**src/rtl/uart_pkg.sv**
```systemverilog
// Shared UART definitions: FSM states, oversampling ratio, divider math,
// CPU port addresses and status register bit positions.
package uart_pkg;

   typedef enum logic [1:0] {
      IDLE  = 2'd0,
      START = 2'd1,
      DATA  = 2'd2,
      STOP  = 2'd3
   } uart_state_e;

   localparam int OSR = 16;

   localparam logic [7:0] UART_DATA_ADDR = 8'hE8;
   localparam logic [7:0] UART_STAT_ADDR = 8'hE9;

   localparam int STAT_RDY_BIT  = 0;
   localparam int STAT_FERR_BIT = 1;
   localparam int STAT_OVR_BIT  = 2;
   localparam int STAT_BSY_BIT  = 3;

   // Rounded clocks per oversample tick, never below one.
   function automatic int div_calc(input longint clk_hz, input longint baud,
                                   input longint osr);
      longint den;
      longint d;
      den = baud * osr;
      d   = (clk_hz + den / 2) / den;
      if (d < 1) d = 1;
      return int'(d);
   endfunction

endpackage

```
**src/rtl/uart_rx_if.sv**
```systemverilog
// Receiver-side bus bundle: serial pin, CPU read strobe and the held byte/status.
interface uart_rx_if;

   // rd is a single-cycle strobe from the I/O decoder; there is no back-pressure:
   // the receiver holds one byte plus sticky flags until rd acknowledges them.
   logic       rx;
   logic       rd;
   logic [7:0] DOUT;
   logic       rdy;
   logic       ferr;
   logic       ovr;
   logic       bsy;

   modport master (
      output rx,
      output rd,
      input  DOUT,
      input  rdy,
      input  ferr,
      input  ovr,
      input  bsy
   );

   modport slave (
      input  rx,
      input  rd,
      output DOUT,
      output rdy,
      output ferr,
      output ovr,
      output bsy
   );

endinterface

```
**src/rtl/uart_baud_tick.sv**
```systemverilog
// Free-running oversample tick divider; restart_i realigns the phase to zero.
module uart_baud_tick #(
   parameter int DIV = 4
) (
   input  logic clk,
   input  logic rst,
   input  logic restart_i,
   output logic tick_o
);

   localparam int CW = (DIV < 1) ? 1 : $clog2(DIV + 1);
   localparam logic [CW-1:0] LAST = CW'(DIV - 1);

   logic [CW-1:0] cnt_q;
   logic [CW-1:0] cnt_d;

   always_comb begin
      cnt_d = cnt_q + CW'(1);
      if (restart_i || (cnt_q == LAST)) cnt_d = '0;
   end

   always_ff @(posedge clk or posedge rst) begin
      if (rst) cnt_q <= '0;
      else     cnt_q <= cnt_d;
   end

   assign tick_o = (cnt_q == LAST);

endmodule

```
**src/rtl/uart_rx.sv**
```systemverilog
// 8N1 UART receiver with 16x oversampling, 3-sample majority vote and a
// one-byte holding register with sticky framing/overrun flags.
module uart_rx #(
   parameter int CLK_HZ = 50_000_000,
   parameter int BAUD   = 115200,
   parameter int OSR    = 16
) (
   input  logic                 clk,
   input  logic                 rst,
   uart_rx_if.slave             bus,
   output uart_pkg::uart_state_e state_o
);

   import uart_pkg::*;

   localparam int DIV = div_calc(longint'(CLK_HZ), longint'(BAUD), longint'(OSR));

   logic        rx_meta_q;
   logic        rx_sync_q;
   uart_state_e state_q, state_d;
   logic [3:0]  sc_q, sc_d;
   logic [2:0]  bc_q, bc_d;
   logic [7:0]  shreg_q, shreg_d;
   logic [7:0]  dout_q, dout_d;
   logic        v7_q, v7_d;
   logic        v8_q, v8_d;
   logic        rdy_q, rdy_d;
   logic        ferr_q, ferr_d;
   logic        ovr_q, ovr_d;
   logic        tick;
   logic        restart;
   logic        vote;

   uart_baud_tick #(.DIV(DIV)) u_tick (
      .clk       (clk),
      .rst       (rst),
      .restart_i (restart),
      .tick_o    (tick)
   );

   always_ff @(posedge clk or posedge rst) begin
      if (rst) begin
         rx_meta_q <= 1'b1;
         rx_sync_q <= 1'b1;
      end else begin
         rx_meta_q <= bus.rx;
         rx_sync_q <= rx_meta_q;
      end
   end

   // Third vote sample is the live synced line at sc=9.
   assign vote = (v7_q & v8_q) | (v7_q & rx_sync_q) | (v8_q & rx_sync_q);

   always_comb begin
      state_d = state_q;
      sc_d    = sc_q;
      bc_d    = bc_q;
      shreg_d = shreg_q;
      dout_d  = dout_q;
      v7_d    = v7_q;
      v8_d    = v8_q;
      rdy_d   = rdy_q;
      ferr_d  = ferr_q;
      ovr_d   = ovr_q;
      restart = 1'b0;

      if (bus.rd) begin
         rdy_d  = 1'b0;
         ferr_d = 1'b0;
         ovr_d  = 1'b0;
      end

      if (state_q == IDLE) begin
         if (!rx_sync_q) begin
            sc_d    = 4'd0;
            state_d = START;
            restart = 1'b1;
         end
      end else if (tick) begin
         sc_d = sc_q + 4'd1;
         if (sc_q == 4'd7) v7_d = rx_sync_q;
         if (sc_q == 4'd8) v8_d = rx_sync_q;
         case (state_q)
            START: begin
               if ((sc_q == 4'd9) && vote) begin
                  state_d = IDLE;
               end else if (sc_q == 4'd15) begin
                  state_d = DATA;
                  bc_d    = 3'd0;
               end
            end
            DATA: begin
               if (sc_q == 4'd9) shreg_d = {vote, shreg_q[7:1]};
               if (sc_q == 4'd15) begin
                  if (bc_q == 3'd7) state_d = STOP;
                  else              bc_d    = bc_q + 3'd1;
               end
            end
            STOP: begin
               // Decided mid stop bit so the next start edge is caught in IDLE.
               if (sc_q == 4'd9) begin
                  state_d = IDLE;
                  if (vote) begin
                     if (!rdy_q || bus.rd) begin
                        dout_d = shreg_q;
                        rdy_d  = 1'b1;
                     end else begin
                        ovr_d = 1'b1;
                     end
                  end else begin
                     ferr_d = 1'b1;
                  end
               end
            end
            default: state_d = IDLE;
         endcase
      end
   end

   always_ff @(posedge clk or posedge rst) begin
      if (rst) begin
         state_q <= IDLE;
         sc_q    <= 4'd0;
         bc_q    <= 3'd0;
         shreg_q <= 8'h00;
         dout_q  <= 8'h00;
         v7_q    <= 1'b0;
         v8_q    <= 1'b0;
         rdy_q   <= 1'b0;
         ferr_q  <= 1'b0;
         ovr_q   <= 1'b0;
      end else begin
         state_q <= state_d;
         sc_q    <= sc_d;
         bc_q    <= bc_d;
         shreg_q <= shreg_d;
         dout_q  <= dout_d;
         v7_q    <= v7_d;
         v8_q    <= v8_d;
         rdy_q   <= rdy_d;
         ferr_q  <= ferr_d;
         ovr_q   <= ovr_d;
      end
   end

   assign bus.DOUT = dout_q;
   assign bus.rdy  = rdy_q;
   assign bus.ferr = ferr_q;
   assign bus.ovr  = ovr_q;
   assign bus.bsy  = (state_q != IDLE);
   assign state_o  = state_q;

endmodule

```
**src/flat_wrapper.sv**
```systemverilog
// flat-port wrapper written by rule: the top's interface ports become plain ports
module uart_rx_flat import uart_pkg::*;
#(
   parameter int CLK_HZ = 50_000_000,
   parameter int BAUD   = 115200,
   parameter int OSR    = 16
)
  (clk, rst, state_o, bus_rx, bus_rd, bus_DOUT, bus_rdy, bus_ferr, bus_ovr, bus_bsy);
  uart_rx_if bus_i ();
  input  logic clk;
  input  logic rst;
  output uart_pkg::uart_state_e state_o;
  input wire logic [$bits(bus_i.rx)-1:0] bus_rx;
  input wire logic [$bits(bus_i.rd)-1:0] bus_rd;
  output wire logic [$bits(bus_i.DOUT)-1:0] bus_DOUT;
  output wire logic [$bits(bus_i.rdy)-1:0] bus_rdy;
  output wire logic [$bits(bus_i.ferr)-1:0] bus_ferr;
  output wire logic [$bits(bus_i.ovr)-1:0] bus_ovr;
  output wire logic [$bits(bus_i.bsy)-1:0] bus_bsy;
  assign bus_i.rx = bus_rx;
  assign bus_i.rd = bus_rd;
  assign bus_DOUT = bus_i.DOUT;
  assign bus_rdy = bus_i.rdy;
  assign bus_ferr = bus_i.ferr;
  assign bus_ovr = bus_i.ovr;
  assign bus_bsy = bus_i.bsy;
  uart_rx #(.CLK_HZ(CLK_HZ), .BAUD(BAUD), .OSR(OSR)) u_core (.clk(clk), .rst(rst), .bus(bus_i), .state_o(state_o));
endmodule
```
**config.mk**
```make
export PLATFORM = sky130hd
export DESIGN_NAME = uart_rx_flat
export DESIGN_NICKNAME = d
export VERILOG_FILES = /design/src/rtl/uart_pkg.sv /design/src/rtl/uart_rx_if.sv /design/src/rtl/uart_baud_tick.sv /design/src/rtl/uart_rx.sv /design/src/flat_wrapper.sv
export SDC_FILE = /design/constraint.sdc
export NUM_CORES = 1
export LEC_CHECK = 0
export ABC_AREA = 1
export BUFFER_PORTS_ARGS = -buffer_cell sky130_fd_sc_hd__buf_2
export CORE_MARGIN = 4
export CORE_UTILIZATION = 40
export DETAILED_ROUTE_END_ITERATION = 16
export MAX_ROUTING_LAYER = met4
export PLACE_DENSITY = 0.63
export SLEW_MARGIN = 20
export SYNTH_ARGS = -nofsm -noshare
export SYNTH_HDL_FRONTEND = slang
export SYNTH_SLANG_ARGS = --single-unit
```
**constraint.sdc**
```tcl
create_clock -name clk -period 2.9 [get_ports clk]
set_input_delay 0.725 -clock clk [delete_from_list [all_inputs] [get_ports clk]]
set_output_delay 0.725 -clock clk [all_outputs]
set_load 0.02 [all_outputs]
```
==> flow_metrics.env, run 1 <==
export IMPL_status="complete, no violations"
export IMPL_clock_latency_ns=0.29
export IMPL_setup_tns_ns=0
export IMPL_swShare=0.1976
export IMPL_syn_to_final_growth_pct=13.83
export IMPL_layout_drive_gt1_share=0.2168
export IMPL_fin_crit_sh=0.7562
export IMPL_cp_end_kind="output port"
export IMPL_fin_area_sq_mm=0.002101
export IMPL_drv_slew=0
export IMPL_synth_edff_count=0
export IMPL_required_ns=2.17
export IMPL_dieHeight_um=75.93
export IMPL_cellPowerDensity_mw_per_mm2=474.8
export IMPL_critPathMaxFanout=7
export IMPL_routed_wirelength_um=3177
export IMPL_clockBufferDepth=2
export IMPL_cellInternalPower_uw=800.4
export IMPL_avgRoutedWirePerCell_um=11.43
export IMPL_syn_avg_cell_area_sq_um=9.136
export IMPL_ioPinCount=18
export IMPL_antenna_left=0
export IMPL_seqPwrFrac=0.520
export IMPL_place_area_sq_mm=0.001981
export IMPL_vias=1309
export IMPL_ys_ff_latch=37
export IMPL_cp_arrival_ns=1.47
export IMPL_top_usage_layer="met2"
export IMPL_yosysTopAreaCell="dfrtp_1"
export IMPL_synth_top_flop_cell="dfrtp_1"
export IMPL_clkPwrFrac=0.466
export IMPL_async_flop_share=1.000
export IMPL_maxCapViolCount=0
export IMPL_max_freq_ghz=0.4560
export IMPL_grt_antenna_before_repair=0
export IMPL_synth_area_leaders="dfrtp_1, nand2_1, ha_1, inv_1, nand3_1"
export IMPL_min_path_type="reg -> reg"
export IMPL_synth_fp_nets=218
export IMPL_ys_seq_area_frac=0.5031
export IMPL_synthTopCellsByCount="nand2_1, dfrtp_1, inv_1"
export IMPL_dr_pass1_iters=4
export IMPL_peakVddDrop_mv=0.2591
export IMPL_critPathLaunchType="flip-flop"
export IMPL_grt_pass1_wl_um=5796
export IMPL_die_area_sq_mm=0.005765
export IMPL_cts_repair_resize_count=0
export IMPL_port_buffers=17
export IMPL_row_count=24
export IMPL_use_met1=0.1660
export IMPL_switchingPower_uw=197.1
export IMPL_finalCriticalPeriod_ns=2.193
export IMPL_yosysMostFrequentCell="nand2_1"
export IMPL_grt_pass1_vias=1284
export IMPL_seq_area_sq_um=928.4
export IMPL_gp_congestion=0.7953
export IMPL_synthCells=202
export IMPL_overflow=0
export IMPL_yosys_warnings=0
export IMPL_path_clk_slew_ns=0.07
export IMPL_cts_buffers=5
export IMPL_grt_total_usage=0.1259
export IMPL_multi_input_area_sq_um=793.3
export IMPL_p_comb_frac=0.014
export IMPL_drt_iter0_markers=69
export IMPL_path_class="reg -> out"
export IMPL_setup_viol=0
export IMPL_routed_via_density=4.709
export IMPL_synth_top_cell_area_share=0.4746
export IMPL_grt_max_degree=38
export IMPL_synth_area_sq_mm=0.001846
export IMPL_hold_buffers=0
export IMPL_worst_pin_slew_ns=0.4607
export IMPL_fillCellCount=438
export IMPL_cts_tree="done"
export IMPL_final_net_count=241
export IMPL_power_total_uw=997.4
export IMPL_met2_usage=0.1781
export IMPL_rsz0062_at_grt="no"
export IMPL_post_cts_buffers=0
export IMPL_finalClockSkew_ns=0.003944
export IMPL_ys_types=24
export IMPL_drc=0
export IMPL_cts_htree_levels=2
export IMPL_cts_sinks=37
export IMPL_initial_utilization=0.4181
export IMPL_p_leak_nw=1.102
export IMPL_slew_headroom=0.6929
export IMPL_use_met3=0.04621
export IMPL_hpwl_um=2366
export IMPL_diodes=0
export IMPL_cts_root_buf="clkbuf_8"
export IMPL_core_sq_mm=0.004414
export IMPL_hold_viol=0
export IMPL_fp_dieW_um=75.93
-- registers in the layout, indices dropped and copies added (netlist names) --
name	flops
u_core.bus.DOUT	8
u_core.bus.ovr	1
u_core.shreg_q	8
u_core.rx_meta_q	1
u_core.bus.ferr	1
u_core.v7_q	1
u_core.bus.rdy	1
u_core.rx_sync_q	1
u_core.sc_q	4
u_core.bc_q	3
u_core.v8_q	1
u_core.u_tick.cnt_q	5
u_core.state_o	2
-- cell usage in the layout (no fill, tap or decap), types with 2 or more instances in the layout --
| master | netlist | routed |
|---|---|---|
| ha_1 | 12 | 12 |
| clkbuf_8 | 0 | 6 |
| xor2_1 | 3 | 3 |
| o22ai_1 | 2 | 2 |
| a21oi_1 | 3 | 3 |
| nor2_2 | 2 | 2 |
| nor2_4 | 2 | 2 |
| nand3_2 | 2 | 2 |
| inv_2 | 3 | 3 |
| nand3_1 | 15 | 15 |
| nor2_1 | 12 | 12 |
| o21ai_2 | 5 | 5 |
| dfrtp_1 | 35 | 35 |
| nand4_1 | 3 | 3 |
| inv_1 | 24 | 24 |
| nand2_1 | 49 | 49 |
| dfstp_2 | 2 | 2 |
| nand2_2 | 3 | 3 |
| buf_2 | 0 | 17 |
| o21ai_1 | 9 | 9 |
| nand2_4 | 2 | 2 |
| o21ai_0 | 9 | 9 |
-- power by group through the flow --
stage	Sequential (mW)	Clock, mW	Combinational [mW]
final	0.519	0.465	0.0138
after global routing	0.519	0.504	0.0172
after detailed placement	0.529	0	0.0151
after floorplan	0.529	0	0.00849
after global placement	0.529	0	0.0150
after CTS	0.519	0.479	0.0150
-- layer usage --
metal | share of wire | wire [um]
met5 | 0 | 0
met1 | 0.53 | 1685
met2 | 0.40 | 1278
met3 | 0.051 | 163
met4 | 0.016 | 50
-- kinds of logic (layout without fill, tap and decap cells) --
| group | after synthesis | in the layout | synth area share |
|---|---|---|---|
| flops | 37 | 37 | 0.5031 |
| fa+ha+maj | 12 | 12 | 0.08135 |
| compound gates | 28 | 28 | 0.08745 |
| simple gates | 92 | 92 | 0.2420 |
| buf+inv | 29 | 53 | 0.06712 |
| xor+xnor | 4 | 4 | 0.01899 |
-- cell type report --
class                   instances  share of cell area
flip-flops and latches         37              0.4419
multi-input cells             136              0.3776
inverters                      27             0.04824
repair buffers                 18             0.04407
clock buffers                   6             0.03931
well taps                      52             0.03097
clock inverters                 2             0.01787
-- worst max-delay path, stage by stage, from the launching register on --
cell     delay [ns]
dfrtp_1        0.44
inv_1          0.09
ha_1           0.24
inv_1          0.20
buf_2          0.21
-- metrics by stage --
step           setup WS (ns)  instances    util  hold slack [ns]
2_1_floorplan          1.095        202       -           0.3452
3_3_place_gp           1.066        270  0.4487           0.3480
3_5_place_dp           1.033        270  0.4487           0.3523
4_1_cts               0.6988        278  0.4759           0.3603
5_1_grt               0.5934        278  0.4759           0.3693
6_report              0.7070        278  0.4759           0.3588
-- path summary, 6_finish.rpt --
kind | startpoint | to | slack [ns] | cells after the start
max in group asynchronous | rst | u_core.rx_meta_q$_DFF_PP1_ | 2.02 | 3
min | u_core.rx_meta_q$_DFF_PP1_ | u_core.rx_sync_q$_DFF_PP1_ | 0.36 | 0
max reg2reg | u_core.state_o[0]$_DFFE_PP0P_ | u_core.state_o[1]$_DFFE_PP0P_ | 1.15 | 10
min in group asynchronous | rst | u_core.shreg_q[2]$_DFFE_PP0P_ | 0.52 | 3
max | u_core.state_o[0]$_DFFE_PP0P_ | bus_bsy | 0.71 | 4
min reg2reg | u_core.rx_meta_q$_DFF_PP1_ | u_core.rx_sync_q$_DFF_PP1_ | 0.36 | 0
No activity file was read; power rests on OpenSTA's default activity.
==> run 2: changes to the inputs <==
clock period = 2.1 ns   (was 2.9 ns; I/O delays follow)
==> run 2 against run 1 <==
Clock-buffer cell count fell by 1. Die area did not move. Sequential power rose by 38%. Combinational power rose by 38%. Final cell count did not move. Wire length rose by 0.22%. Largest power group unchanged. Register-to-register slack got worse by 0.70 ns. Setup slack got worse by 0.53 ns. Worst hold slack got worse by 0.044 ns.
==> flow_metrics.env, run 2 (synthesized netlist as in run 1, its figures left out) <==
export IMPL_status="complete, no violations"
export IMPL_holdWs_ns=0.3146
export IMPL_port_buffers=17
export IMPL_setup_viol=0
export IMPL_required_ns=1.57
export IMPL_fillCellCount=437
export IMPL_clockBufferDepth=2
export IMPL_cts_buffers=5
export IMPL_pre_cts_slack_ns=0.3875
export IMPL_finalCriticalPeriod_ns=1.924
export IMPL_path_clk_slew_ns=0.08
export IMPL_cellInternalPower_mw=1.075
export IMPL_grt_antenna_before_repair=0
export IMPL_p_leak_nw=1.099
export IMPL_r2r_slack_ns=0.45
export IMPL_grt_total_usage=0.1295
export IMPL_cts_root_buf="clkbuf_8"
export IMPL_layout_setup_ws_ns=0.1763
export IMPL_grt_pass1_vias=1257
export IMPL_critPathMaxFanout=7
export IMPL_peakVddDrop_mv=0.3153
export IMPL_power_total_mw=1.367
export IMPL_drc=0
export IMPL_core_sq_mm=0.004414
export IMPL_grt_max_degree=38
export IMPL_seqPwrFrac=0.524
export IMPL_layout_drive_gt1_share=0.2212
export IMPL_max_freq_ghz=0.5198
export IMPL_multi_input_area_sq_um=793.3
export IMPL_dr_pass1_iters=4
export IMPL_dieHeight_um=75.93
export IMPL_fin_area_sq_mm=0.002096
export IMPL_ioPinCount=18
export IMPL_post_cts_buffers=0
export IMPL_utilization=0.4748
export IMPL_place_area_sq_mm=0.001981
export IMPL_setup_tns_ns=0
export IMPL_die_area_sq_mm=0.005765
export IMPL_hold_buffers=0
export IMPL_final_net_count=241
export IMPL_final_cell_mix="nand2_1, dfrtp_1, inv_1, buf_2, nand3_1"
export IMPL_avgRoutedWirePerCell_um=11.45
export IMPL_placed_cells=270
export IMPL_rsz0062_at_grt="no"
export IMPL_clock_latency_ns=0.30
export IMPL_row_count=24
export IMPL_clkPwrFrac=0.462
export IMPL_finalClockSkew_ns=0.01009
export IMPL_fp_dieW_um=75.93
export IMPL_swShare=0.2137
export IMPL_critPathLaunchType="flip-flop"
export IMPL_min_path_type="in -> async"
export IMPL_cellPowerDensity_mw_per_mm2=652.0
export IMPL_grt_pass1_wl_um=5837
export IMPL_fin_crit_sh=0.9160
export IMPL_gp_congestion=0.7853
export IMPL_final_cells=278
export IMPL_syn_to_final_growth_pct=13.56
export IMPL_p_comb_frac=0.014
export IMPL_antenna_left=0
export IMPL_switchingPower_uw=292.0
export IMPL_initial_utilization=0.4181
export IMPL_seq_area_sq_um=928.4
export IMPL_routed_wirelength_um=3184
export IMPL_cts_sinks=37
export IMPL_hpwl_um=2358
export IMPL_maxCapViolCount=0
export IMPL_cts_htree_levels=2
export IMPL_cp_end_kind="output port"
export IMPL_final_common_cell="nand2_1"
export IMPL_path_class="reg -> out"
export IMPL_worst_pin_slew_ns=0.4542
export IMPL_hold_viol=0
export IMPL_cp_arrival_ns=1.40
export IMPL_vias=1317
export IMPL_overflow=0
export IMPL_slew_headroom=0.6972
export IMPL_cts_tree="done"
export IMPL_diodes=0
export IMPL_routed_via_density=4.737
export IMPL_drv_slew=0
export IMPL_drt_iter0_markers=97
[run 2: worst paths after layout]
path / startpoint / end / cells past startpoint
worst max-delay path: u_core.state_o[0]$_DFFE_PP0P_ / bus_bsy / 4
worst min-delay path: rst / u_core.u_tick.cnt_q[4]$_DFF_PP0_ / 3
max in group asynchronous: rst / u_core.rx_sync_q$_DFF_PP1_ / 3
worst min register to register: u_core.rx_meta_q$_DFF_PP1_ / u_core.rx_sync_q$_DFF_PP1_ / 0
worst max register to register: u_core.state_o[0]$_DFFE_PP0P_ / u_core.state_o[1]$_DFFE_PP0P_ / 10
min in group clk: bus_rx / u_core.rx_meta_q$_DFF_PP1_ / 1
[run 2: power by group through the flow]
stage | combinational [mW] | sequential [mW] | clock, mW
after floorplan | 0.0117 | 0.730 | 0
after detailed placement | 0.0206 | 0.730 | 0
final | 0.0191 | 0.716 | 0.631
after global routing | 0.0233 | 0.717 | 0.689
after global placement | 0.0207 | 0.730 | 0
after CTS | 0.0208 | 0.716 | 0.649
[run 2: cell type report]
class	instances	share of cell area
flip-flops and latches	37	0.4430
inverters	27	0.04836
repair buffers	18	0.04418
clock inverters	3	0.02209
clock buffers	5	0.03284
multi-input cells	136	0.3785
well taps	52	0.03104
[run 2: routing by layer]
metal	share of wire	vias up	wire length, um	global-route usage
li1	-	693	-	-
met1	0.52	590	1658	0.1729
met2	0.41	27	1304	0.1755
met3	0.044	7	140	0.03436
met4	0.025	0	80	0.07473
met5	0	-	0	-
[run 2: what timing repair did]
action,CTS,global route
endpoints found under the setup margin,0,1
resized for setup,0,1
hold endpoints to repair,0,0
[run 2: worst max-delay path, stage by stage (launching register included)]
cell,delay (ns)
dfrtp_1,0.43
inv_1,0.09
ha_1,0.26
inv_2,0.14
buf_2,0.19
==> run 3: changes to the inputs <==
MAX_ROUTING_LAYER = unset   (was met4)
==> run 3 against run 2 <==
First-iteration DRC count decreased by 4.1%. Core utilization unchanged. Clock-buffer cell count unchanged. Combinational power about the same. Worst hold slack improved by 0.0035 ns. Highest routed layer unchanged. Sequential power about the same. Non-clock buffer count unchanged. Final cell count unchanged. Critical path depth unchanged. Via count decreased by 0.23%. Fmax about the same.
==> flow_metrics.env, run 3 (synthesized netlist as in run 1, its figures left out) <==
export IMPL_worst_r2r_endpoint="u_core.state_o[1]$_DFFE_PP0P_"
export IMPL_cts_root_buf="clkbuf_8"
export IMPL_r2r_start="u_core.state_o[0]$_DFFE_PP0P_"
export IMPL_cellPowerDensity_mw_per_mm2=651.7
export IMPL_gp_congestion=0.7747
export IMPL_grt_pass1_wl_um=5830
export IMPL_finalClockSkew_ns=0.01015
export IMPL_cts_htree_levels=2
export IMPL_hold_viol=0
export IMPL_cts_repair_resize_count=0
export IMPL_routed_via_density=4.727
export IMPL_dr_pass1_iters=4
export IMPL_fin_crit_sh=0.9155
export IMPL_p_leak_nw=1.099
export IMPL_routed_wirelength_um=3191
export IMPL_r2r_slack_ns=0.44
export IMPL_maxCapViolCount=0
export IMPL_setup_viol=0
export IMPL_cp_end_kind="output port"
export IMPL_final_net_count=241
export IMPL_clockBufferDepth=2
export IMPL_critPathLaunchType="flip-flop"
export IMPL_row_count=24
export IMPL_drc=0
export IMPL_slew_headroom=0.6944
export IMPL_ioPinCount=18
export IMPL_overflow=0
export IMPL_hpwl_um=2358
export IMPL_post_cts_buffers=0
export IMPL_required_ns=1.57
export IMPL_initial_utilization=0.4181
export IMPL_rsz0062_at_grt="no"
export IMPL_diodes=0
export IMPL_core_sq_mm=0.004414
export IMPL_cts_sinks=37
export IMPL_reg2regPathDepth=10
export IMPL_max_freq_ghz=0.5201
export IMPL_avgRoutedWirePerCell_um=11.48
export IMPL_cp_arrival_ns=1.40
export IMPL_clock_latency_ns=0.30
export IMPL_status="complete, no violations"
export IMPL_drv_slew=0
export IMPL_peakVddDrop_mv=0.3152
export IMPL_die_area_sq_mm=0.005765
export IMPL_path_clk_slew_ns=0.08
export IMPL_cts_tree="done"
export IMPL_fp_dieW_um=75.93
export IMPL_antenna_left=0
export IMPL_critPathMaxFanout=7
export IMPL_final_cell_mix="nand2_1, dfrtp_1, inv_1, buf_2, nand3_1"
export IMPL_path_class="reg -> out"
export IMPL_fillCellCount=437
export IMPL_syn_to_final_growth_pct=13.56
export IMPL_final_common_cell="nand2_1"
export IMPL_grt_max_degree=38
export IMPL_grt_pass1_vias=1258
export IMPL_worst_pin_slew_ns=0.4584
export IMPL_layout_drive_gt1_share=0.2212
export IMPL_min_path_type="in -> async"
export IMPL_grt_antenna_before_repair=0
export IMPL_hold_buffers=0
export IMPL_port_buffers=17
export IMPL_power_total_mw=1.366
export IMPL_grt_total_usage=0.1259
export IMPL_vias=1314
export IMPL_drt_iter0_markers=93
export IMPL_cts_buffers=5
export IMPL_dieHeight_um=75.93
export IMPL_finalCriticalPeriod_ns=1.923
export IMPL_setup_tns_ns=0
export IMPL_holdWs_ns=0.3181
## run 3: cell counts in the layout (fill, tap and decap cells not counted)
No cell type changed its count.
## run 3: worst max-delay path by stage
stage,end,startpoint,cells after the start,slack (ns)
finish,bus_bsy,u_core.state_o[0]$_DFFE_PP0P_,4,0.18
global route,bus_bsy,u_core.state_o[0]$_DFFE_PP0P_,4,0.06
CTS,bus_bsy,u_core.state_o[0]$_DFFE_PP0P_,4,0.07
detailed placement,u_core.state_o[1]$_DFFE_PP0P_,u_core.state_o[0]$_DFFE_PP0P_,10,0.39
global placement,u_core.state_o[0]$_DFFE_PP0P_,u_core.state_o[1]$_DFFE_PP0P_,10,0.41
floorplan,u_core.state_o[1]$_DFFE_PP0P_,u_core.state_o[0]$_DFFE_PP0P_,10,0.34
## run 3: routing by layer
metal  wire [um]  part of all wire  vias up  track usage
met5           0                 0        -            0
met4          52             0.016        0      0.05338
met3         161             0.050        5      0.05095
met2        1304              0.41       28       0.1755
met1        1673              0.52      588       0.1713
li1            -                 -      693            -
## run 3: worst max-delay path: stages (launching register included)
cell and delay (ns):
dfrtp_1 0.43, inv_1 0.09, ha_1 0.26, inv_2 0.14
buf_2 0.19
## run 3: area by class of cell
cell class | count | area [sq um] | area share
Clock buffer | 5 | 68.82 | 0.03284
Clock inverter | 3 | 46.29 | 0.02209
Inverter | 27 | 101.3 | 0.04836
Multi-Input combinational cell | 136 | 793.3 | 0.3785
Sequential cell | 37 | 928.4 | 0.4430
Tap cell | 52 | 65.06 | 0.03104
Timing Repair Buffer | 18 | 92.59 | 0.04418
## run 3: where the power goes
| part | leakage (nW) | internal (mW) | switching (mW) |
|---|---|---|---|
| combinational | 0.559 | 0.00368 | 0.0155 |
| sequential | 0.485 | 0.715 | 0.00108 |
| clock | 0.0543 | 0.355 | 0.275 |
## run 3: stage by stage
stage,std cells,util,instance area [sq um],worst slack (ns)
2_1_floorplan,202,-,1846,0.3392
3_3_place_gp,270,0.4487,1981,0.4122
3_5_place_dp,270,0.4487,1981,0.3875
4_1_cts,278,0.4748,2096,0.06579
5_1_grt,278,0.4748,2096,0.05735
6_report,278,0.4748,2096,0.1774
